==> config.mk <==
export PLATFORM = sky130hd
export DESIGN_NAME = booth_seq_arbiter
export DESIGN_NICKNAME = d
export VERILOG_FILES = /design/src/rtl/booth_pkg.sv /design/src/rtl/booth_step.sv /design/src/rtl/booth_seq_arbiter.sv
export SDC_FILE = /design/constraint.sdc
export NUM_CORES = 1
export LEC_CHECK = 0
export CAP_MARGIN = 20
export CORE_MARGIN = 5
export CORE_UTILIZATION = 42
export DETAILED_ROUTE_END_ITERATION = 8
export GPL_ROUTABILITY_DRIVEN = 0
export HOLD_SLACK_MARGIN = 0.03
export PLACE_DENSITY = 0.86
export SYNTH_ARGS = -nofsm -noshare
export SYNTH_HDL_FRONTEND = slang
export SYNTH_SLANG_ARGS = --single-unit
==> constraint.sdc <==
create_clock -name clk -period 3.1 [get_ports clk]
set_clock_uncertainty 0.2 [all_clocks]
set_input_delay 0.93 -clock clk [delete_from_list [all_inputs] [get_ports clk]]
set_output_delay 0.93 -clock clk [all_outputs]
set_load 0.1 [all_outputs]
==> src/rtl/booth_pkg.sv <==
// Shared types for the sequential Booth multiplier: controller states and
// the radix-2 Booth recoding of the {multiplier LSB, extra bit} pair.
package booth_pkg;

    typedef enum logic [1:0] {
        IDLE = 2'd0,
        RUN  = 2'd1,
        DONE = 2'd2
    } state_t;

    typedef enum logic [1:0] {
        OP_NOP = 2'd0,
        OP_ADD = 2'd1,
        OP_SUB = 2'd2
    } booth_op_t;

    localparam logic [1:0] PAIR_ADD = 2'b01;
    localparam logic [1:0] PAIR_SUB = 2'b10;

    function automatic booth_op_t decode_op(input logic [1:0] pair);
        case (pair)
            PAIR_ADD: return OP_ADD;
            PAIR_SUB: return OP_SUB;
            default:  return OP_NOP;
        endcase
    endfunction

endpackage

==> src/rtl/booth_step.sv <==
// One radix-2 Booth iteration: optional add/sub of the multiplicand into the
// accumulator, then an arithmetic right shift of {acc, mreg, q_res}.
module booth_step
    import booth_pkg::*;
#(
    parameter int width = 6
) (
    input  logic [width:0]   acc,
    input  logic [width-1:0] mreg,
    input  logic             q_res,
    input  logic [width-1:0] mcand,
    output logic [width:0]   acc_nxt,
    output logic [width-1:0] mreg_nxt,
    output logic             q_nxt
);

    logic [width:0] mcand_ext;
    logic [width:0] sum;

    // The extra accumulator bit lets -2^(width-1) be subtracted without overflow.
    assign mcand_ext = {mcand[width-1], mcand};

    // NOTE: every variable written in always_comb gets a default first so no latch is inferred.
    always_comb begin
        sum = acc;
        case (decode_op({mreg[0], q_res}))
            OP_ADD:  sum = acc + mcand_ext;
            OP_SUB:  sum = acc - mcand_ext;
            default: sum = acc;
        endcase
    end

    assign acc_nxt  = {sum[width], sum[width:1]};
    assign mreg_nxt = {sum[0], mreg[width-1:1]};
    assign q_nxt    = mreg[0];

endmodule

==> src/rtl/booth_seq_arbiter.sv <==
// Round-robin front end and controller for a shared sequential Booth
// multiplier; one Booth step per clock, product returned with requester id.
module booth_seq_arbiter
    import booth_pkg::*;
#(
    parameter int width = 6,
    parameter int NREQ  = 4,
    parameter int IDW   = $clog2(NREQ)
) (
    input  logic                    clk,
    input  logic                    rst_n,
    input  logic [NREQ-1:0]         req_valid,
    output logic [NREQ-1:0]         req_ready,
    input  logic [NREQ*width-1:0]   req_in1,
    input  logic [NREQ*width-1:0]   req_in2,
    output logic                    resp_valid,
    input  logic                    resp_ready,
    output logic [IDW-1:0]          resp_id,
    output logic [2*width-1:0]      out,
    output logic                    busy
);

    localparam int CW = $clog2(width + 1);

    state_t           state, state_nxt;
    logic [IDW-1:0]   rr_ptr;
    logic [IDW-1:0]   id_q;
    logic [width:0]   acc;
    logic [width-1:0] mreg;
    logic             q_res;
    logic [width-1:0] mcand;
    logic [CW-1:0]    count;

    logic             grant_found;
    logic [IDW-1:0]   grant_idx;
    logic [IDW:0]     scan;

    logic [width:0]   acc_nxt;
    logic [width-1:0] mreg_nxt;
    logic             q_nxt;

    booth_step #(.width(width)) u_step (
        .acc      (acc),
        .mreg     (mreg),
        .q_res    (q_res),
        .mcand    (mcand),
        .acc_nxt  (acc_nxt),
        .mreg_nxt (mreg_nxt),
        .q_nxt    (q_nxt)
    );

    // First valid requester at or after rr_ptr, wrapping at NREQ.
    always_comb begin
        grant_found = 1'b0;
        grant_idx   = '0;
        scan        = '0;
        for (int i = 0; i < NREQ; i++) begin
            scan = {1'b0, rr_ptr} + (IDW+1)'(i);
            if (scan >= (IDW+1)'(NREQ))
                scan = scan - (IDW+1)'(NREQ);
            if (!grant_found && req_valid[scan[IDW-1:0]]) begin
                grant_found = 1'b1;
                grant_idx   = scan[IDW-1:0];
            end
        end
    end

    // NOTE: sequential state uses non-blocking assignments so all registers update together.
    always_ff @(posedge clk or negedge rst_n) begin
        if (!rst_n)
            state <= IDLE;
        else
            state <= state_nxt;
    end

    always_comb begin
        state_nxt = state;
        case (state)
            IDLE:    if (grant_found) state_nxt = RUN;
            RUN:     if (count == CW'(1)) state_nxt = DONE;
            DONE:    if (resp_ready) state_nxt = IDLE;
            default: state_nxt = IDLE;
        endcase
    end

    always_comb begin
        req_ready  = '0;
        resp_valid = (state == DONE);
        busy       = (state != IDLE);
        out        = '0;
        if (state == IDLE && grant_found)
            req_ready[grant_idx] = 1'b1;
        if (state == DONE)
            out = {acc[width-1:0], mreg};
    end

    assign resp_id = id_q;

    always_ff @(posedge clk or negedge rst_n) begin
        if (!rst_n) begin
            rr_ptr <= '0;
            id_q   <= '0;
            acc    <= '0;
            mreg   <= '0;
            q_res  <= 1'b0;
            mcand  <= '0;
            count  <= '0;
        end else begin
            case (state)
                IDLE: begin
                    if (grant_found) begin
                        mcand  <= req_in1[grant_idx*width +: width];
                        mreg   <= req_in2[grant_idx*width +: width];
                        acc    <= '0;
                        q_res  <= 1'b0;
                        count  <= CW'(width);
                        id_q   <= grant_idx;
                        rr_ptr <= (grant_idx == IDW'(NREQ-1)) ? '0 : grant_idx + 1'b1;
                    end
                end
                RUN: begin
                    acc   <= acc_nxt;
                    mreg  <= mreg_nxt;
                    q_res <= q_nxt;
                    count <= count - 1'b1;
                end
                default: ;
            endcase
        end
    end

endmodule

==> run_results.csv, run 1 <==
group,metric,value,unit
setup_path,slowest_stage,"o32ai_4",
timing,tightest_slew,0.473,ns
synth,synth_xor_area_frac,0.0240,
synth,yosysUniqueCellTypes,50,
clock_tree,hold_buffers,0,
final_layout,nFillCells,377,
routing,routedWlPerCell,15.5,µm
final_layout,fin_util,0.682,
routing,drc,0,
setup_path,cp_num_buf_inv,4,
routing,first_pass_iters,5,
setup_path,cp_top_family,"buffers and inverters",
synth,synth_ff_type,"dfrtp_1",
final_layout,nets,400,
global_route,grt_overflow,0,
synth,synthArstFlopShare,1.00,
run,maxCapViolations,0,
synth,avgSynthCellArea,9.17,µm²
pwr,peakVddDrop,552,µV
floorplanning,die_x,82.2,µm
placed_design,placedCellCount,388,
worst_hold_path,hold_path_class,"reg2reg",
floorplanning,dieArea,6760,µm²
timing,setup_violations,4,
status,status,"finished, violations left",
final_layout,drive_above_1_share,0.237,
timing,post-route-period-util,1.08,
placed_design,port_buffers,74,
routing,ant_nets,0,
synth,synth-compound-area-share,0.206,
setup_path,reg2reg_to,"acc[4]$_DFFE_PN0P_",
final_layout,instances_no_fill,399,
setup_path,worst-setup-path-type,"in2out",
synth,synth.mux.area_fraction,0.116,
routing,avgViaCountPerCell,5.37,
final_layout,layout_commonest_cell,"clkdlybuf4s50_1",
timing,fmax,299,MHz
placed_design,preCtsSetupSlack,-0.697,ns
pwr,power_density,1010,nW/µm²
synth,synth_area,2190,µm²
synth,synth_simple_gate_area_share,0.195,
timing,rsz0062_at_grt,"true",
clock_tree,cts.sinks,28,
pwr,p_leak,1.55,nW
setup_path,cp-start-kind,"primary input",
timing,period_minus_slack,3.35,ns
global_route,grtUsageTotal,0.190,
global_route,grt_pass1_vias,2233,
setup_path,cp_slowest_stage_delay,0.36,ns
setup_path,rr_worst_depth,11,
setup_path,crit_start,"req_valid[2]",
setup_path,worst-path-stages,8,
synth,mappedNetlistNets,309,
setup_path,end_kind,"output pin",
synth,ys_seq_area_frac,0.320,
final_layout,syn2layout_area_growth,58.0,%
synth,syn_inst,239,
clock_tree,cts_root_buffer,"clkbuf_8",
floorplanning,initial_core_util,0.432,
floorplanning,rows,26,
synth,synth_top_family_by_area,"compound AO/OA/AOI/OAI gates",
global_route,grt_max_degree,29,
setup_path,crit_chain,"buf_8 > nor2b_4 > buf_6 > o32ai_4 > inv_4 > ha_4 > and2_4 > buf_12",
timing,slew_headroom,0.684,
floorplanning,chipHeight,82.2,µm
setup_path,cp-endpoint,"req_ready[3]",
floorplanning,coreArea,5070,µm²
clock_tree,numCtsBuffers,3,
clock_tree,clkTransAtPathRegs,0.09,ns
setup_path,crit_required,1.97,ns
setup_path,path_max_fanout,4,
timing,slew_violations,0,
synth,synth_edf_count,0,
final_layout,layout_common_cells,"50 x clkdlybuf4s50_1, 28 x dfrtp_1, 23 x buf_4, 21 x nand2_1, 19 x mux2i_1",
routing,wirelength,6170,µm
setup_path,r2r_start,"q_res$_DFFE_PN0P_",
synth,yosys_warnings,0,
clock_tree,tritoncts,"yes",
global_route,antenna_found_initial,0,
placed_design,dp_hpwl,4930,µm
synth,ys_ff_latch,28,
routing,drtIter0Drc,122,
synth,synthAdderAreaFrac,0.0891,
clock_tree,h-tree-depth,1,
setup_path,r2r_setup_slack,0.27,ns
final_layout,antenna_cells,0,
floorplanning,ios,75,
setup_path,cp.arrival,2.22,ns
status,violations,"negative setup slack",
clock_tree,cts_buffer_depth,2,
routing,vias,2143,
timing,worst_slack,-0.249,ns
clock_tree,clk_latency,0.27,ns
global_route,grt_pass1_wl,9940,µm
timing,hold_viol,0,
-- cell type report --
| type | instances | area (µm²) | area share |
|---|---|---|---|
| clock buffers | 3 | 41.3 | 0.0119 |
| clock inverters | 1 | 30.0 | 0.00867 |
| inverters | 12 | 50.0 | 0.0145 |
| multi-input cells | 188 | 1460 | 0.422 |
| flip-flops and latches | 28 | 701 | 0.202 |
| well taps | 70 | 87.6 | 0.0253 |
| repair buffers | 97 | 1090 | 0.316 |
-- tightest hold or removal path: cells and delay by family, from the launching register on --
kind,cells,cell delay (ns)
flops,1,0.36
simple gates,2,0.10
-- power breakdown --
group,internal [mW],switching (mW)
logic,1.11,1.36
clock network,0.173,0.116
registers,0.552,0.173
total,1.83,1.65
-- worst min path at each step --
| stage | from | to | slack, ns | cells past startpoint |
|---|---|---|---|---|
| 2_1_floorplan | count[2]$_DFFE_PN0P_ | count[2]$_DFFE_PN0P_ | 0.25 | 1 |
| 3_3_place_gp | resp_id[1]$_DFFE_PN0P_ | resp_id[1]$_DFFE_PN0P_ | 0.26 | 2 |
| 3_5_place_dp | resp_id[0]$_DFFE_PN0P_ | resp_id[0]$_DFFE_PN0P_ | 0.28 | 2 |
| 4_1_cts | resp_id[1]$_DFFE_PN0P_ | resp_id[1]$_DFFE_PN0P_ | 0.30 | 2 |
| 5_1_grt | resp_id[1]$_DFFE_PN0P_ | resp_id[1]$_DFFE_PN0P_ | 0.34 | 2 |
| 6_report | resp_id[0]$_DFFE_PN0P_ | resp_id[0]$_DFFE_PN0P_ | 0.29 | 2 |
-- per-stage QoR --
stage          total power [mW]  setup TNS, ns  hold WS, ns  instance area [µm²]
2_1_floorplan              2.51         -0.668        0.248                 2270
3_3_place_gp               3.01          -2.76        0.262                 3320
6_report                   3.49         -0.877        0.291                 3460
5_1_grt                    3.79          -1.01        0.338                 3460
4_1_cts                    3.48          -1.00        0.300                 3450
3_5_place_dp               3.12          -3.81        0.276                 3320
-- sequential cells by signal, indices dropped and copies added, names as in the netlist --
| signal | count |
|---|---|
| count | 3 |
| mreg | 6 |
| q_res | 1 |
| state | 2 |
| mcand | 6 |
| acc | 6 |
| rr_ptr | 2 |
| resp_id | 2 |
-- repair_timing --
item,in CTS,in global routing
pin swaps,11,5
cloned,0,0
setup buffers,5,2
setup endpoints to repair,4,4
resized for setup,27,0
-- cells by family after synthesis --
group / Yosys count
muxes: 24
buffers and inverters: 23
DFF: 28
AOI/OAI and AO/OA: 64
xor gates and xnor gates: 6
adders and majority gates: 15
and+or+nand+nor: 79
-- synthesized netlist by cell type, types with 6 or more instances --
master     n  area, µm²
a21oi_1   10       50.1
and2_1    14       87.6
dfrtp_1   28        701
ha_1      14        175
inv_1     11       41.3
mux2i_1   19        190
nand2_1   21       78.8
nand2b_1   7       43.8
nor2_1    11       41.3
nor2b_1    7       43.8
o21ai_0    8       40.0
o21ai_1    6       30.0
o22ai_1    6       37.5
xnor2_1    6       52.6
-- layer usage --
layer	routed length, µm	share of wire	track usage
met5	0	0	0
met4	174	0.028	0.0880
met3	396	0.064	0.0477
met2	3330	0.54	0.342
met1	2270	0.37	0.207
(Power assumes the default switching activity.)
==> inputs of run 2 (changes only) <==
--- a/config.mk
+++ b/config.mk
@@ -10,8 +10,9 @@
 export CORE_UTILIZATION = 42
 export DETAILED_ROUTE_END_ITERATION = 8
 export GPL_ROUTABILITY_DRIVEN = 0
-export HOLD_SLACK_MARGIN = 0.03
+export HOLD_SLACK_MARGIN = 0.15
 export PLACE_DENSITY = 0.86
+export SLEW_MARGIN = 15
 export SYNTH_ARGS = -nofsm -noshare
 export SYNTH_HDL_FRONTEND = slang
 export SYNTH_SLANG_ARGS = --single-unit
==> results of run 2 <==
Same layout as run 1: the final DEF is identical, and so are final timing and power.
